[src/rtl/board_move_ctrl_if.sv]
// Button, status and board-state signals between board_move_ctrl and its neighbours.
// master drives buttons and game_over; slave (board_move_ctrl) owns the board outputs.
interface board_move_ctrl_if;
  logic        btn_left;
  logic        btn_right;
  logic        btn_confirm;
  logic        game_over;
  logic [31:0] mem;
  logic        confirm;
  logic        invalid;
  logic [3:0]  cursor;
  logic        turn;
  logic [3:0]  move_count;

  modport master (
    output btn_left, btn_right, btn_confirm, game_over,
    input  mem, confirm, invalid, cursor, turn, move_count
  );

  modport slave (
    input  btn_left, btn_right, btn_confirm, game_over,
    output mem, confirm, invalid, cursor, turn, move_count
  );
endinterface

[src/rtl/board_move_ctrl.sv]
// Move entry + packed 3x3 board memory; press-to-confirm/invalid 5 cycles (+DEBOUNCE_CYCLES
// with BOARD_DEBOUNCE_EN). No backpressure: events arriving in CHECK/WRITE are dropped.
module board_move_ctrl #(
  parameter int unsigned DEBOUNCE_CYCLES = 16
) (
  input logic              clk,
  input logic              reset,
  board_move_ctrl_if.slave bus
);

  typedef enum logic [1:0] {IDLE, CHECK, WRITE, LOCKED} state_t;

  if (DEBOUNCE_CYCLES < 2 || DEBOUNCE_CYCLES > 65535) begin : g_bad_cfg
    $error("DEBOUNCE_CYCLES must be within 2..65535");
  end

  // Button vectors are ordered {confirm, right, left}
  logic [2:0]  raw, sync1, sync2, lvl, lvl_prev, rise;
  logic        evt_confirm, evt_right, evt_left;
  state_t      state, state_nxt;
  logic        do_latch, do_write, do_invalid, do_move;
  logic [31:0] mem_q;
  logic [3:0]  cursor_q, cell_idx, move_count_q;
  logic        turn_q, confirm_q, invalid_q;
  logic [1:0]  cell_val;
  logic        cell_free;

  assign raw = {bus.btn_confirm, bus.btn_right, bus.btn_left};

  always_ff @(posedge clk or posedge reset) begin
    if (reset) begin
      sync1 <= '0;
      sync2 <= '0;
    end else begin
      sync1 <= raw;
      sync2 <= sync1;
    end
  end

`ifdef BOARD_DEBOUNCE_EN
  for (genvar b = 0; b < 3; b++) begin : g_deb
    logic        deb;
    logic [15:0] cnt;
    // Level flips only after DEBOUNCE_CYCLES consecutive cycles of disagreement
    always_ff @(posedge clk or posedge reset) begin
      if (reset) begin
        deb <= 1'b0;
        cnt <= '0;
      end else if (sync2[b] == deb) begin
        cnt <= '0;
      end else if (cnt == 16'(DEBOUNCE_CYCLES - 1)) begin
        deb <= sync2[b];
        cnt <= '0;
      end else begin
        cnt <= cnt + 16'd1;
      end
    end
    assign lvl[b] = deb;
  end
`else
  assign lvl = sync2;
`endif

  assign rise = lvl & ~lvl_prev;

  always_ff @(posedge clk or posedge reset) begin
    if (reset) begin
      lvl_prev    <= '0;
      evt_confirm <= 1'b0;
      evt_right   <= 1'b0;
      evt_left    <= 1'b0;
    end else begin
      lvl_prev    <= lvl;
      evt_confirm <= rise[2];
      evt_right   <= rise[1] & ~rise[2];
      evt_left    <= rise[0] & ~rise[1] & ~rise[2];
    end
  end

  assign cell_val  = mem_q[{cell_idx, 1'b0} +: 2];
  assign cell_free = (cell_val == 2'b00) && !bus.game_over;

  always_ff @(posedge clk or posedge reset) begin
    if (reset) state <= IDLE;
    else       state <= state_nxt;
  end

  always_comb begin
    state_nxt = state;
    case (state)
      IDLE:    if (evt_confirm) state_nxt = CHECK;
      CHECK:   state_nxt = cell_free ? WRITE : IDLE;
      // move_count already holds the post-write value here
      WRITE:   state_nxt = (move_count_q == 4'd9) ? LOCKED : IDLE;
      LOCKED:  state_nxt = LOCKED;
      default: state_nxt = IDLE;
    endcase
  end

  always_comb begin
    do_latch   = 1'b0;
    do_write   = 1'b0;
    do_invalid = 1'b0;
    do_move    = 1'b0;
    case (state)
      IDLE: begin
        do_latch = evt_confirm;
        do_move  = 1'b1;
      end
      CHECK: begin
        do_write   = cell_free;
        do_invalid = !cell_free;
      end
      LOCKED: begin
        do_invalid = evt_confirm;
        do_move    = 1'b1;
      end
      default: ;
    endcase
  end

  always_ff @(posedge clk or posedge reset) begin
    if (reset) begin
      mem_q        <= '0;
      cursor_q     <= '0;
      cell_idx     <= '0;
      move_count_q <= '0;
      turn_q       <= 1'b0;
      confirm_q    <= 1'b0;
      invalid_q    <= 1'b0;
    end else begin
      confirm_q <= do_write;
      invalid_q <= do_invalid;
      if (do_latch) cell_idx <= cursor_q;
      if (do_write) begin
        mem_q[{cell_idx, 1'b0} +: 2] <= {1'b1, turn_q};
        turn_q                       <= ~turn_q;
        move_count_q                 <= move_count_q + 4'd1;
      end
      if (do_move && evt_right)
        cursor_q <= (cursor_q == 4'd8) ? 4'd0 : cursor_q + 4'd1;
      else if (do_move && evt_left)
        cursor_q <= (cursor_q == 4'd0) ? 4'd8 : cursor_q - 4'd1;
    end
  end

  assign bus.mem        = mem_q;
  assign bus.cursor     = cursor_q;
  assign bus.move_count = move_count_q;
  assign bus.turn       = turn_q;
  assign bus.confirm    = confirm_q;
  assign bus.invalid    = invalid_q;

endmodule

[src/flat_wrapper.sv]
// flat-port wrapper written by rule: the top's interface ports become plain ports
module board_move_ctrl_flat 
#(
  parameter int unsigned DEBOUNCE_CYCLES = 16
)
  (clk, reset, bus_btn_left, bus_btn_right, bus_btn_confirm, bus_game_over, bus_mem, bus_confirm, bus_invalid, bus_cursor, bus_turn, bus_move_count);
  board_move_ctrl_if bus_i ();
  input logic clk;
  input logic reset;
  input wire logic [$bits(bus_i.btn_left)-1:0] bus_btn_left;
  input wire logic [$bits(bus_i.btn_right)-1:0] bus_btn_right;
  input wire logic [$bits(bus_i.btn_confirm)-1:0] bus_btn_confirm;
  input wire logic [$bits(bus_i.game_over)-1:0] bus_game_over;
  output wire logic [$bits(bus_i.mem)-1:0] bus_mem;
  output wire logic [$bits(bus_i.confirm)-1:0] bus_confirm;
  output wire logic [$bits(bus_i.invalid)-1:0] bus_invalid;
  output wire logic [$bits(bus_i.cursor)-1:0] bus_cursor;
  output wire logic [$bits(bus_i.turn)-1:0] bus_turn;
  output wire logic [$bits(bus_i.move_count)-1:0] bus_move_count;
  assign bus_i.btn_left = bus_btn_left;
  assign bus_i.btn_right = bus_btn_right;
  assign bus_i.btn_confirm = bus_btn_confirm;
  assign bus_i.game_over = bus_game_over;
  assign bus_mem = bus_i.mem;
  assign bus_confirm = bus_i.confirm;
  assign bus_invalid = bus_i.invalid;
  assign bus_cursor = bus_i.cursor;
  assign bus_turn = bus_i.turn;
  assign bus_move_count = bus_i.move_count;
  board_move_ctrl #(.DEBOUNCE_CYCLES(DEBOUNCE_CYCLES)) u_core (.clk(clk), .reset(reset), .bus(bus_i));
endmodule
[config.mk]
export PLATFORM = sky130hd
export DESIGN_NAME = board_move_ctrl_flat
export DESIGN_NICKNAME = d
export VERILOG_FILES = /design/src/rtl/board_move_ctrl_if.sv /design/src/rtl/board_move_ctrl.sv /design/src/flat_wrapper.sv
export SDC_FILE = /design/constraint.sdc
export NUM_CORES = 1
export LEC_CHECK = 0
export ABC_AREA = 1
export CAP_MARGIN = 10
export CORE_UTILIZATION = 56
export CTS_BUF_LIST = sky130_fd_sc_hd__clkbuf_2 sky130_fd_sc_hd__clkbuf_4 sky130_fd_sc_hd__clkbuf_8
export DETAILED_ROUTE_END_ITERATION = 6
export GPL_ROUTABILITY_DRIVEN = 0
export GPL_TIMING_DRIVEN = 0
export PLACE_DENSITY = 0.9
export SLEW_MARGIN = 30
export SYNTH_ARGS = -nofsm -noshare
export SYNTH_HDL_FRONTEND = slang
export SYNTH_SLANG_ARGS = --single-unit
export TNS_END_PERCENT = 1
[constraint.sdc]
create_clock -name clk -period 2.64 [get_ports clk]
set_clock_uncertainty 0.05 [all_clocks]
set_input_delay 0.792 -clock clk [delete_from_list [all_inputs] [get_ports clk]]
set_output_delay 0.792 -clock clk [all_outputs]
set_load 0.03 [all_outputs]
# After elaboration in Yosys (flattened, before gate mapping)
# Cells that the tools add are included.
[classes]
addsub = 4
eq_ne = 6
shifts = 3
n_mux = 13
bitwise_logic = 8
reduce_logical = 10
[ops]
columns = ["operator", "count"]
rows = [
  ["bitwise mux 32 bit", 1],
  ["variable shift 2 x 7 -> 32 bit, first input constant", 1],
  ["variable part select 2 x 7 -> 32 bit", 1],
  ["variable part select 32 x 6 -> 2 bit", 1],
  ["2-to-1 mux 4 bit", 4],
  ["adder 4 x 1 -> 4 bit, second input constant", 2],
  ["== test 4 bit, second input constant", 2],
  ["one-hot mux 2 bit (4 select lines)", 1],
  ["negation 5 -> 7 bit", 1],
  ["2-to-1 mux 2 bit", 3],
  ["== test 2 bit, second input constant", 2],
  ["zero test 2 bit", 2],
  ["zero test 4 bit", 1],
  ["subtractor 4 x 1 -> 4 bit, second input constant", 1],
  ["AND 1 bit", 3],
  ["AND 3 bit", 1],
  ["logical AND 1 bit", 3],
  ["2-to-1 mux 1 bit", 3],
  ["inverter 1 bit", 3],
  ["inverter 3 bit", 1],
  ["== test 2 x 1 -> 1 bit, second input constant", 1],
  ["zero test 1 bit", 2],
  ["!= test 2 x 1 -> 1 bit, second input constant", 1],
  ["one-hot mux 1 bit (2 select lines)", 1],
  ["2 further kinds", 2],
]
[word_totals]
register_bits = 61
inputBits = 6

# Longest topological paths before layout
# Gate-level depths: netlist of the first run.
[depth]
depth_word = 6
ltp_mapped = 12

# Worst setup path after synthesis of the first run
# Ideal clock, no wire load.
[synth_path]
kind = "reg2reg"
startpoint = "register u_core.cell_idx[0]"
endpoint = "register u_core.mem_q[16], in the netlist u_core.bus.mem[16]"
arrival_ns = 1.732
path_slack_ns = 0.740
path_stages_with_launch = 12
path_buffers = 1
synth_period_minus_slack_ns = 1.900
cell_sequence = "dfrtp_1 inv_2 buf_6 ha_1 xor2_4 nand2_1 clkinv_1 nand2_1 nor3_1 nand4_1 nand2_1 nand2_1"
[synth_between]
elab_chain_cells = 4
word_cells_on_any_way = 8
[synth_rtl]
columns = ["item", "line", "source"]
rows = [
  ["start, declared", "board_move_ctrl.sv:23", "logic [3:0] cursor_q, cell_idx, move_count_q;"],
  ["start signal, assigned", "board_move_ctrl.sv:134", "if (do_latch) cell_idx <= cursor_q;"],
  ["variable part select 32 x 6 -> 2 bit", "board_move_ctrl.sv:80", "assign cell_val = mem_q[{cell_idx, 1'b0} +: 2];"],
  ["zero test 2 bit", "board_move_ctrl.sv:81", "assign cell_free = (cell_val == 2'b00) && !bus.game_over;"],
  ["logical AND 1 bit", "board_move_ctrl.sv:81", ""],
  ["2-to-1 mux 1 bit", "board_move_ctrl.sv:105", "case (state)"],
  ["end signal, assigned by index", "board_move_ctrl.sv:136", "mem_q[{cell_idx, 1'b0} +: 2] <= {1'b1, turn_q};"],
  ["end, declared", "board_move_ctrl.sv:22", "logic [31:0] mem_q;"],
]
# Parallel ways exist; a longest one is shown, timed or not.
# A chain may end at the register's enable or synchronous reset.

# Worst setup path in the final report of the first run
[layout_path]
startpoint = "register u_core.move_count_q[0], in the netlist u_core.bus.move_count[0]"
endpoint = "output port bus_move_count[0]"
[layout_lines]
columns = ["item", "line", "source"]
rows = [
  ["start, declared", "board_move_ctrl.sv:23", ""],
  ["start signal, assigned", "board_move_ctrl.sv:138", "move_count_q <= move_count_q + 4'd1;"],
  ["end, declared", "flat_wrapper.sv:19", "output wire logic [$bits(bus_i.move_count)-1:0] bus_move_count;"],
]
# No word-level cell between the ends.

==> metrics list, run 1 <==
- The floorplan has 26 rows.
- Summed over all cells, the static leakage comes to 1.918 nW.
* Post-route insts no fill: 502
- The synthesized netlist occupies a cell area of 3110 um^2.
- Walking the worst path, the cells encountered are clkdlybuf4s50_1.
* Number of nets with antenna violations after detailed routing: 0
* Tcrit/Tclk final: 89.23%
* Post-CTS Setup Bufs: 0
- Sum of buffers and inverters on the critical path: 1
- Synth top area cells: dfrtp_1 (49%), nand2_1 (12%), nand4_1 (6.6%)
- Proportion of netlist area held by the largest area contributor: 49.07%
* Cell area power density: 1130 nW/um^2
* Total detailed-routing wirelength: 7462 um
* Required time at the endpoint of the critical path: 1.80 ns
- The slowest stage of the critical path belongs to the cell clkdlybuf4s50_1.
* Number of inserted diodes: 0
* Cell taking the most area after synthesis: dfrtp_1
- The first global-routing pass estimated 12860 um of wire.
* Vias in the first global route: 2712
* Number of cells upsized or downsized after cts: 0
* Crit path time final: 2.356 ns
* Largest net degree at the start of global routing: 44
- For this run, asynchronously set or reset flops after synthesis account for 100.0%.
- The setup path with the least slack is of type flop to primary output.
* Max stage delay on crit path: 0.71 ns
- Final-report setup violation count: 0
* Fraction of final layout cells with drive strength greater than 1: 10.42%
- Cells after DPL: 486
- The min-delay analysis places its worst path in the category flop to flop.
- Via density per instance: 5.763
- Final nets: 445
* RSZ-0062 raised after global routing: no
- STA classifies the critical path endpoint as a primary output.
- Summing internal, switching and leakage power gives 4.408 mW.
- Along the worst path, the maximum fanout reaches 6.
- Number of synthesis warnings: 0
* Fillers: 382
- Number of levels the H-tree was split into: 3
* Count of unresolved DRC violations after routing: 0
- Core outline area: 5238 um^2
- The number of slew-limit violations in the final report was 0.
- For this run, the total global-route usage over all layers was measured as 28.41%.
* Library cell with the highest instance count after synthesis: nand2_1
* Commonest register cell after synthesis: dfrtp_1
- The worst-case IR drop observed on VDD is 0.7065 mV.
* Kind of start point of the critical path: flop
- The commonest cells after synthesis are nand2_1 (97), dfrtp_1 (61), inv_1 (43), nor2_1 (35), nand4_1 (33).
- No sink is reached through more buffers than the 2 on the longest clock path.
- Relative slew slack: 64.74%
* Master cell of the clock root buffer: clkbuf_8
- The clock drives 61 sinks.
- Antenna violations before repair: 0
- The number of clock buffers added by TritonCTS is 9.
- Counting every instance in the synthesized netlist gives 367.
* Horizontal die dimension: 76.53 um
* Syn avg cell area: 8.475 um^2
- In this run, synthesis inferred 0 flip-flops with an integrated enable.
* Highest achievable clock rate: 0.4245 GHz
* Number of DRC violations after detailed-routing iteration 0: 347
- Net count after synthesis: 385
- 1st-pass router iterations: 6
- Post-DP Area: 3701 um^2
- Measured slew at the worst slew-check pin: 0.5269 ns
- Sum of overflow across all layers after global routing: 0
* Flip-flop and latch count after synthesis: 61
- The final hold violation count is 0.
- Initial cell density of the core: 59.39%
- Worst path arrival time: 1.51 ns
* CTS tree: done
- From bottom edge to top edge, the die measures 76.53 um.
- Port buffering added 48 buffers.
* Post-synthesis cell type count: 35
- Top Family by Delay on Critical Path: buffers and inverters
- Half-perimeter wire length after placement: 5328 um
* Sequential fraction of the synthesis area: 49.07%
* Die area: 5857 um^2
- During I/O placement, the number of pins put on the boundary was 49.
* Via count of the routed design: 2893
- Fin area: 3901 um^2
* Status: finished clean
* Source-to-sink clock delay at the later pin of the worst-skew pair: 0.35 ns
- After clock tree synthesis, the clock-pin slew on the worst setup and hold paths is 0.07 ns.
- Max-cap viol count: 0
- Average wire per standard cell: 14.86 um
- Hold-fix buffers at CTS: 0
- P&R area growth vs syn: 25.42%
-- layer usage --
layer	wire, um	GRT usage, %
met1	2980	35.65
met3	622	5.509
met4	266	14.81
met5	0	0
met2	3592	46.67
-- layout by cell type, fill, tap and decap left out, types with 2 or more instances in the layout --
cell,n
xnor2_1,2
clkbuf_1,2
inv_2,5
a21oi_1,2
nand2_1,97
buf_6,4
nand3b_1,2
nor4_1,2
nor2_1,35
dfrtp_1,61
clkinvlp_4,2
nand3_2,2
nor3_1,11
buf_2,3
clkinv_4,3
inv_1,42
ha_1,12
nand4_1,33
nand3_1,9
nor2_2,3
clkbuf_8,9
o21ai_0,21
clkdlybuf4s50_1,48
nand2_2,3
-- stage by stage --
stage	TNS (ns)	worst slack (ns)	utilization (%)	hold WS (ns)
floorplan	0	0.2850	-	0.2812
CTS	0	0.2889	74.49	0.3024
global route	0	0.1410	74.49	0.3152
detailed placement	0	0.4218	70.66	0.2847
global placement	-39.10	-0.6450	70.23	0.2818
finish	0	0.2844	74.49	0.3012
-- sequential cells by signal (all words and copies together) (netlist names) --
signal                 flops
u_core.bus.move_count      4
u_core.sync1               3
u_core.bus.cursor          4
u_core.state               2
u_core.evt_left            1
u_core.bus.mem            32
u_core.lvl_prev            3
u_core.lvl                 3
u_core.evt_right           1
u_core.bus.invalid         1
u_core.bus.turn            1
u_core.cell_idx            4
u_core.evt_confirm         1
u_core.bus.confirm         1
-- logic make-up after synthesis --
group	Yosys count	share of synthesized area [%]
compound gates	29	5.471
xor+xnor	4	1.730
fa+ha+maj	12	4.827
buf+inv	59	8.326
flops	61	49.07
simple gates	202	30.57
-- layout make-up --
class / instances / area [um^2] / share of cell area (%)
sequential: 61 / 1526 / 39.13
multi-input combinational: 247 / 1325 / 33.96
timing repair buffer: 49 / 500.5 / 12.83
inverter: 49 / 186.4 / 4.779
clock buffer: 9 / 123.9 / 3.175
tap: 70 / 87.58 / 2.245
clock inverter: 7 / 76.32 / 1.956
buffer: 10 / 75.07 / 1.924
-- final timing paths --
check	endpoint	from	slack (ns)	cells past startpoint
setup reg to reg	u_core.bus.mem[16]$_DFFE_PP0P_	u_core.cell_idx[0]$_DFFE_PP0P_	0.29	11
hold reg to reg	u_core.lvl[2]$_DFF_PP0_	u_core.sync1[2]$_DFF_PP0_	0.30	0
setup / recovery	bus_move_count[0]	u_core.bus.move_count[0]$_DFFE_PP0P_	0.28	1
max in group asynchronous	u_core.bus.mem[25]$_DFFE_PP0P_	reset	1.34	3
hold / removal	u_core.lvl[2]$_DFF_PP0_	u_core.sync1[2]$_DFF_PP0_	0.30	0
min in group asynchronous	u_core.bus.cursor[2]$_DFFE_PP0P_	reset	0.70	2
-- where the power goes --
part           internal (mW)  switching [mW]  leakage [nW]  total, mW
clock network          0.438           0.387        0.0954      0.824
registers               1.10           0.191         0.714       1.29
logic                  0.725            1.57          1.11       2.29
Power figures use the tool's default switching activity.
==> run 2: changes to the inputs <==
- CORE_MARGIN: not set -> 5
- CORE_UTILIZATION: 56 -> 54
- CTS_BUF_LIST: sky130_fd_sc_hd__clkbuf_2 sky130_fd_sc_hd__clkbuf_4 sky130_fd_sc_hd__clkbuf_8 -> not set
- PLACE_DENSITY: 0.9 -> 0.87
==> run 2 against run 1 <==
  * Fmax fell by 1.2%
  * Via count fell by 3.3%
  * Core utilization fell by 4.4 points
  * Routed wire length barely moved
  * Final area fell by 0.51%
  * Critical path depth rose by 10
  * Hold slack improved by 0.0074 ns
  * Total power fell by 2.5%
  * Combinational power fell by 2%
  * Sequential cell count did not move
  * Largest cell class unchanged
==> metrics list, run 2 (synthesis results as in run 1) <==
- Status: finished clean (unchanged).
- The placeable core area was 5540 um^2 (was 5238 um^2).
- Top Family by Delay on Critical Path: simple AND/OR/NAND/NOR gates (was buffers and inverters)
- Relative contribution of sequential cells to total power: 30.1% (was 29.3%)
- The number of flip-flops under the largest register name was 32 (unchanged).
- By instance count, the cell type seen most on the critical path is nand2_1.
- Final-report setup violation count: 0 (unchanged)
- The tightest slew margin relative to the limit came to 65.93% (was 64.74%).
- Fraction of power consumed by combinational cells: 52.4% (was 52.0%)
- Clock sink total: 61 (unchanged)
- Cell area power density: 1107 nW/um^2 (was 1130 nW/um^2)
* CTS clk-pin slew, worst paths: 0.07 ns (about the same)
- The number of buffers added to fix hold violations after cts was 0 (unchanged).
- Cts bufs inserted: 9 (unchanged)
* Via count of the routed design: 2797 (was 2893)
- The final worst-path cycle share is 90.35% (was 89.23%).
- The delay contributed by the slowest stage of the critical path is 0.48 ns (was 0.71 ns).
- The post-route worst hold slack was 0.3085 ns (was 0.3012 ns).
- The layout net count is 445 (unchanged).
- RSZ-0062 raised after global routing: no (unchanged).
- The clock network fraction of total power was 17.4% (was 18.7%).
- Crit path time final: 2.385 ns (was 2.356 ns)
* Count of endpoints failing hold in the final timing report: 0 (unchanged)
- Fraction of final layout cells with drive strength greater than 1: 10.19% (was 10.42%)
* Sw Share: 49.04% (was 48.65%)
- Highest achievable clock rate: 0.4193 GHz (was 0.4245 GHz)
- The largest net degree at the start of global routing was 41 (was 44).
- The maximum vdd ir drop was 0.7024 mV (was 0.7065 mV).
- The switching power total is 2.107 mW (was 2.144 mW).
- Fillers: 451 (was 382)
- Via density per instance: 5.550 (was 5.763)
- The cell at the root of the clock tree is clkbuf_8 (unchanged).
- Required time at the endpoint of the critical path: 2.82 ns (was 1.80 ns)
- The cell with the largest stage delay on the worst path is dfrtp_1 (was clkdlybuf4s50_1).
- The post-CTS repair timing setup buffer count was 0 (unchanged).
* Max-cap viol count: 0 (unchanged)
* Vias in the first global route: 2750 (was 2712)
- The maximum clock insertion buffer count is 2 (unchanged).
- The y dimension of the die came to 85.90 um (was 76.53 um).
- The initial antenna violation count is 0 (unchanged).
- The internal power contribution was 2.190 mW (was 2.263 mW).
* Gr usage total: 21.89% (was 28.41%)
- Kind of start point of the critical path: flop (unchanged)
- The category of the most critical setup path is flop to flop (was flop to primary output).
* Most frequent standard cell in the layout excluding fill and tap cells: nand2_1 (unchanged)
* Classification of the worst-slack hold path: flop to flop (unchanged)
* Area of combinational cells with multiple inputs: 1325 um^2 (unchanged)
* Number of nets with antenna violations after detailed routing: 0 (unchanged)
- Critical path peak fanout: 10 (was 6)
- Footprint of the flip-flops and latches: 1526 um^2 (unchanged)
- Final worst slack: 0.2548 ns (was 0.2844 ns)
- The slew at the pin closest to its max-slew limit is 0.5092 ns (was 0.5269 ns).
- The number of I/O port buffers is 48 (unchanged).
- Sum of overflow across all layers after global routing: 0 (unchanged)
* Number of inserted diodes: 0 (unchanged)
* P&R area growth vs syn: 24.78% (was 25.42%)
- Horizontal die dimension: 85.90 um (was 76.53 um)
- Count of unresolved DRC violations after routing: 0 (unchanged)
- The initial cell density of the core was 56.14% (was 59.39%).
- The kind of capture point of the worst setup path was a flop (was primary output).
- The routed wire length was 7459 um (was 7462 um).
* I/O pin cnt: 49 (unchanged)
- Fin Setup TNS: 0 ns (unchanged)
- Ordered list of cells on the worst path: inv_2, buf_6, ha_1, xor2_4, nand2_1, clkinv_1, nand2_1, nor3_1, nand4_1, nand2_1, nand2_1 (was clkdlybuf4s50_1)
* Source-to-sink clock delay at the later pin of the worst-skew pair: 0.35 ns (about the same)
- Number of DRC violations after detailed-routing iteration 0: 247 (was 347)
* Sum of buffers and inverters on the critical path: 3 (was 1)
- The wire length of the first global-routing pass came to 12680 um (was 12860 um).
- CTS tree: done (unchanged)
- Final Slew Violations: 0 (unchanged)
- 1st-pass router iterations: 6 (unchanged)
- P_leak: 1.904 nW (was 1.918 nW)
* Post-placement setup slack: 0.3830 ns (was 0.4218 ns)
- The floorplan die area is 7378 um^2 (was 5857 um^2).
- The data arrival time of the worst path is 2.57 ns (was 1.51 ns).
* Number of levels the H-tree was split into: 3 (unchanged)
- The placement row count is 27 (was 26).
* Commonest cells after routing, fill and taps aside: nand2_1 (97), dfrtp_1 (61), clkdlybuf4s50_1 (48) (unchanged)
* Average wire per standard cell: 14.80 um (was 14.86 um)
* Number of cells upsized or downsized after cts: 0 (unchanged)
- The post-DP HPWL came to 5596 um (was 5328 um).
run 2: per-stage QoR:
stage	util, %	instances	instance area [um^2]	power [mW]
finish	70.05	504	3881	4.297
global route	70.05	504	3881	4.580
CTS	70.05	504	3881	4.263
detailed placement	66.85	488	3704	3.503
global placement	66.44	487	3681	3.416
floorplan	-	367	3110	2.869
run 2: final cells by class:
cell class                 count  share of cell area (%)
clock buffer                  11                   3.643
buffer                        10                   1.934
sequential                    61                   39.33
clock inverter                 5                  0.9349
tap                           72                   2.321
multi-input combinational    247                   34.14
inverter                      49                   4.803
timing repair buffer          49                   12.89
run 2: worst reg2reg max path, stage by stage, from the launching register on:
cell and delay [ns]:
dfrtp_1 0.48, inv_2 0.13, buf_6 0.16, ha_1 0.28, xor2_4 0.30, nand2_1 0.09
clkinv_1 0.09, nand2_1 0.08, nor3_1 0.25, nand4_1 0.21, nand2_1 0.10, nand2_1 0.05
run 2: worst paths after layout:
check	start	end	slack (ns)	cells past startpoint
setup / recovery	u_core.cell_idx[0]$_DFFE_PP0P_	u_core.bus.mem[12]$_DFFE_PP0P_	0.25	11
hold / removal	u_core.sync1[2]$_DFF_PP0_	u_core.lvl[2]$_DFF_PP0_	0.31	0
setup reg to reg	u_core.cell_idx[0]$_DFFE_PP0P_	u_core.bus.mem[12]$_DFFE_PP0P_	0.25	11
hold reg to reg	u_core.sync1[2]$_DFF_PP0_	u_core.lvl[2]$_DFF_PP0_	0.31	0
max in group asynchronous	reset	u_core.bus.mem[28]$_DFFE_PP0P_	1.35	3
min in group asynchronous	reset	u_core.bus.cursor[1]$_DFFE_PP0P_	0.69	2
run 2: per-layer routing:
layer / wire [um] / track usage [%] / up-vias / part of all wire [%]
li1: - / - / 1320 / -
met1: 3101 / 27.29 / 1283 / 42
met2: 3515 / 36.65 / 152 / 47
met3: 553 / 3.746 / 42 / 7.4
met4: 289 / 10.79 / 0 / 3.9
met5: 0 / 0 / - / 0
run 2: power groups by stage:
| stage | registers (mW) | logic, mW | clock network, mW |
|---|---|---|---|
| 2_1_floorplan | 1.48 | 1.39 | 0 |
| 3_3_place_gp | 1.30 | 2.12 | 0 |
| 3_5_place_dp | 1.30 | 2.20 | 0 |
| 4_1_cts | 1.29 | 2.22 | 0.754 |
| 5_1_grt | 1.32 | 2.46 | 0.799 |
| 6_report | 1.30 | 2.25 | 0.748 |
==> run 3: changes to the inputs <==
- HOLD_SLACK_MARGIN: not set -> 0.08
- clock period: 2.64 -> 2.27 ns (I/O delays scaled with it)
==> run 3 against run 2 <==
  * Largest cell class unchanged
  * Register-to-register slack got worse by 0.08 ns
  * Non-clock buffer count is 2 higher
  * First-iteration DRC count up 12%
  * Final area grew 0.94%
  * Routed wire length increased by 0.67%
  * Cell count grew 0.40%
  * Die area is the same
  * Clock power increased by 16%
==> metrics list, run 3 (synthesis results as in run 1) <==
- The power per standard cell area was 1300 nW/um^2 (was 1107 nW/um^2).
* Half-perimeter wire length after placement: 5596 um (unchanged)
- Worst slack on hold paths: 0.3085 ns (about the same)
- The kind of capture point of the worst setup path was a primary output (was flop).
- I/O pin cnt: 49 (unchanged)
- Vias in the first global route: 2753 (was 2750)
* Measured slew at the worst slew-check pin: 0.5003 ns (was 0.5092 ns)
* Critical-path cell with the highest stage delay: clkdlybuf4s50_1 (was dfrtp_1)
- The maximum vdd ir drop was 0.8078 mV (was 0.7024 mV).
- CTS tree: done (unchanged)
- Via density per instance: 5.520 (was 5.550)
* Master cell of the clock root buffer: clkbuf_8 (unchanged)
* Top Family by Delay on Critical Path: buffers and inverters (was simple AND/OR/NAND/NOR gates)
* Fraction of final layout cells with drive strength greater than 1: 11.52% (was 10.19%)
- The number of diodes added for antenna fixing was 0 (unchanged).
- The delay contributed by the slowest stage of the critical path is 0.71 ns (was 0.48 ns).
* Via count of the routed design: 2793 (was 2797)
- Post-route total power: 5.092 mW (was 4.297 mW)
- Switching power summed over all nets: 2.486 mW (was 2.107 mW)
- The placement row count came to 27 (unchanged).
- Hold path cells: 0 (unchanged)
- Util after Layout: 70.71% (was 70.05%)
- Source-to-sink clock delay at the later pin of the worst-skew pair: 0.34 ns (was 0.35 ns)
* Most frequent standard cell in the layout excluding fill and tap cells: nand2_1 (unchanged)
- The internal power contribution is 2.606 mW (was 2.190 mW).
* Worst path arrival time: 1.48 ns (was 2.57 ns)
- Initial cell density of the core: 56.14% (unchanged)
- The endpoint required time on the critical path came to 1.54 ns (was 2.82 ns).
- Kind of start point of the critical path: flop (unchanged)
* RSZ-0062 raised after global routing: no (unchanged)
- The wire length of the first global-routing pass was 12730 um (was 12680 um).
- The clock slew at the register clock pins of the worst setup and hold paths came to 0.07 ns (about the same).
- Die area: 7378 um^2 (unchanged)
- Core outline area: 5540 um^2 (unchanged)
- Status: finished clean (unchanged).
* Average wire per standard cell: 14.84 um (was 14.80 um)
- The initial antenna violation count is 0 (unchanged).
- The number of buffers added to fix hold violations after cts is 0 (unchanged).
- Critical path peak fanout: 5 (was 10)
- Tcrit/Tclk final: 97.62%
* Count of unresolved DRC violations after routing: 0 (unchanged)
- Ordered list of cells on the worst path: clkdlybuf4s50_1 (was inv_2, buf_6, ha_1, xor2_4, nand2_1, clkinv_1, nand2_1, nor3_1, nand4_1, nand2_1, nand2_1)
* Number of DRC violations after detailed-routing iteration 0: 276 (was 247)
- Cts bufs inserted: 9 (unchanged)
* Largest net degree at the start of global routing: 41 (unchanged)
- Gr usage total: 21.97% (was 21.89%)
* Worst Reg-to-Reg Cells: 11 (unchanged)
* Sum of buffers and inverters on the critical path: 1 (was 3)
- Bufs on Longest Clock Path: 2 (unchanged)
* Fraction of power consumed by combinational cells: 53.4% (was 52.4%)
- Horizontal die dimension: 85.90 um (unchanged)
- The area growth from synthesis to layout was 25.95% (was 24.78%).
- PortBufs: 48 (unchanged)
- The y dimension of the die came to 85.90 um (unchanged).
- Sw Share: 48.82% (was 49.04%)
- Derived from the worst setup path, the maximum achievable clock frequency is 0.4513 GHz.
- The number of slew-limit violations in the final report came to 0 (unchanged).
- Crit path time final: 2.216 ns
- Crit Path Class: flop to primary output (was flop to flop)
* CP Depth: 1 (was 11)
- 1st-pass router iterations: 5 (was 6)
- The final hold violation count is 0 (unchanged).
* Sum of overflow across all layers after global routing: 0 (unchanged)
* Max-cap viol count: 0 (unchanged)
- Number of levels the H-tree was split into: 3 (unchanged)
- The tightest slew margin relative to the limit was 66.52% (was 65.93%).
* Final nets: 447 (was 445)
- The leakage power was 1.941 nW (was 1.904 nW).
- The count of endpoints failing setup in the final report came to 0 (unchanged).
- Commonest cells after routing, fill and taps aside: nand2_1 (97), dfrtp_1 (60), clkdlybuf4s50_1 (45) (was nand2_1 (97), dfrtp_1 (61), clkdlybuf4s50_1 (48))
- The clock network fraction of total power came to 17.0% (was 17.4%).
- The number of flip-flops under the largest register name came to 32 (unchanged).
* Relative contribution of sequential cells to total power: 29.6% (was 30.1%)
- The classification of the worst-slack hold path is flop to flop (unchanged).
- The routed wire length is 7509 um (was 7459 um).
* Clock sink total: 61 (unchanged)
* Number of nets with antenna violations after detailed routing: 0 (unchanged)
run 3: cell count changes in the layout (fill, tap and decap cells not counted):
cell / change
buf_4: +2
clkdlybuf4s50_1: -3
dfrtp_1: -1
dfrtp_2: +1
dlymetal6s2s_1: +3
nor3_2: +2
ha_1: -1
ha_2: +1
nor3_1: -2
run 3: through the flow:
step | instance area, um^2 | cells | setup slack, ns | setup TNS (ns)
6_report | 3918 | 506 | 0.05400 | 0
5_1_grt | 3918 | 506 | 0.009949 | 0
4_1_cts | 3896 | 506 | 0.02365 | 0
3_5_place_dp | 3704 | 488 | 0.01303 | 0
3_3_place_gp | 3681 | 487 | -0.9115 | -55.43
2_1_floorplan | 3110 | 367 | 0.02596 | 0
run 3: worst paths after layout:
| check | startpoint | endpoint | slack (ns) |
|---|---|---|---|
| setup / recovery | u_core.bus.move_count[2]$_DFFE_PP0P_ | bus_move_count[2] | 0.05 |
| hold / removal | u_core.sync1[2]$_DFF_PP0_ | u_core.lvl[2]$_DFF_PP0_ | 0.31 |
| setup reg to reg | u_core.cell_idx[0]$_DFFE_PP0P_ | u_core.bus.mem[12]$_DFFE_PP0P_ | 0.17 |
| hold reg to reg | u_core.sync1[2]$_DFF_PP0_ | u_core.lvl[2]$_DFF_PP0_ | 0.31 |
| max in group asynchronous | reset | u_core.cell_idx[0]$_DFFE_PP0P_ | 1.08 |
| min in group asynchronous | reset | u_core.bus.cursor[1]$_DFFE_PP0P_ | 0.59 |
run 3: what timing repair did:
item	in CTS	in global routing
endpoints found under the hold margin	0	0
gates cloned	0	0
pin swaps	1	0
gates resized for setup	0	7
endpoints found under the setup margin	2	13
buffers inserted	2	0
run 3: power groups by stage:
stage / Sequential (mW) / Clock, mW / Combinational, mW
global route: 1.54 / 0.929 / 2.95
global placement: 1.51 / 0 / 2.47
CTS: 1.50 / 0.877 / 2.64
finish: 1.51 / 0.864 / 2.72
floorplan: 1.72 / 0 / 1.62
detailed placement: 1.52 / 0 / 2.56
run 3: layer usage:
layer	GRT usage (%)	share of wire, %	vias to the layer above
li1	-	-	1326
met5	0	0	-
met4	10.50	3.5	0
met2	37.00	48	152
met3	3.746	7.4	36
met1	27.35	42	1279
run 3: layout make-up:
type,instances,area (um^2)
Sequential cell,61,1528
Clock inverter,5,36.28
Timing Repair Buffer,51,523.0
Buffer,10,75.07
Tap cell,72,90.09
Fill cell,444,1623
Clock buffer,11,141.4
Inverter,49,186.4
Multi-Input combinational cell,247,1338
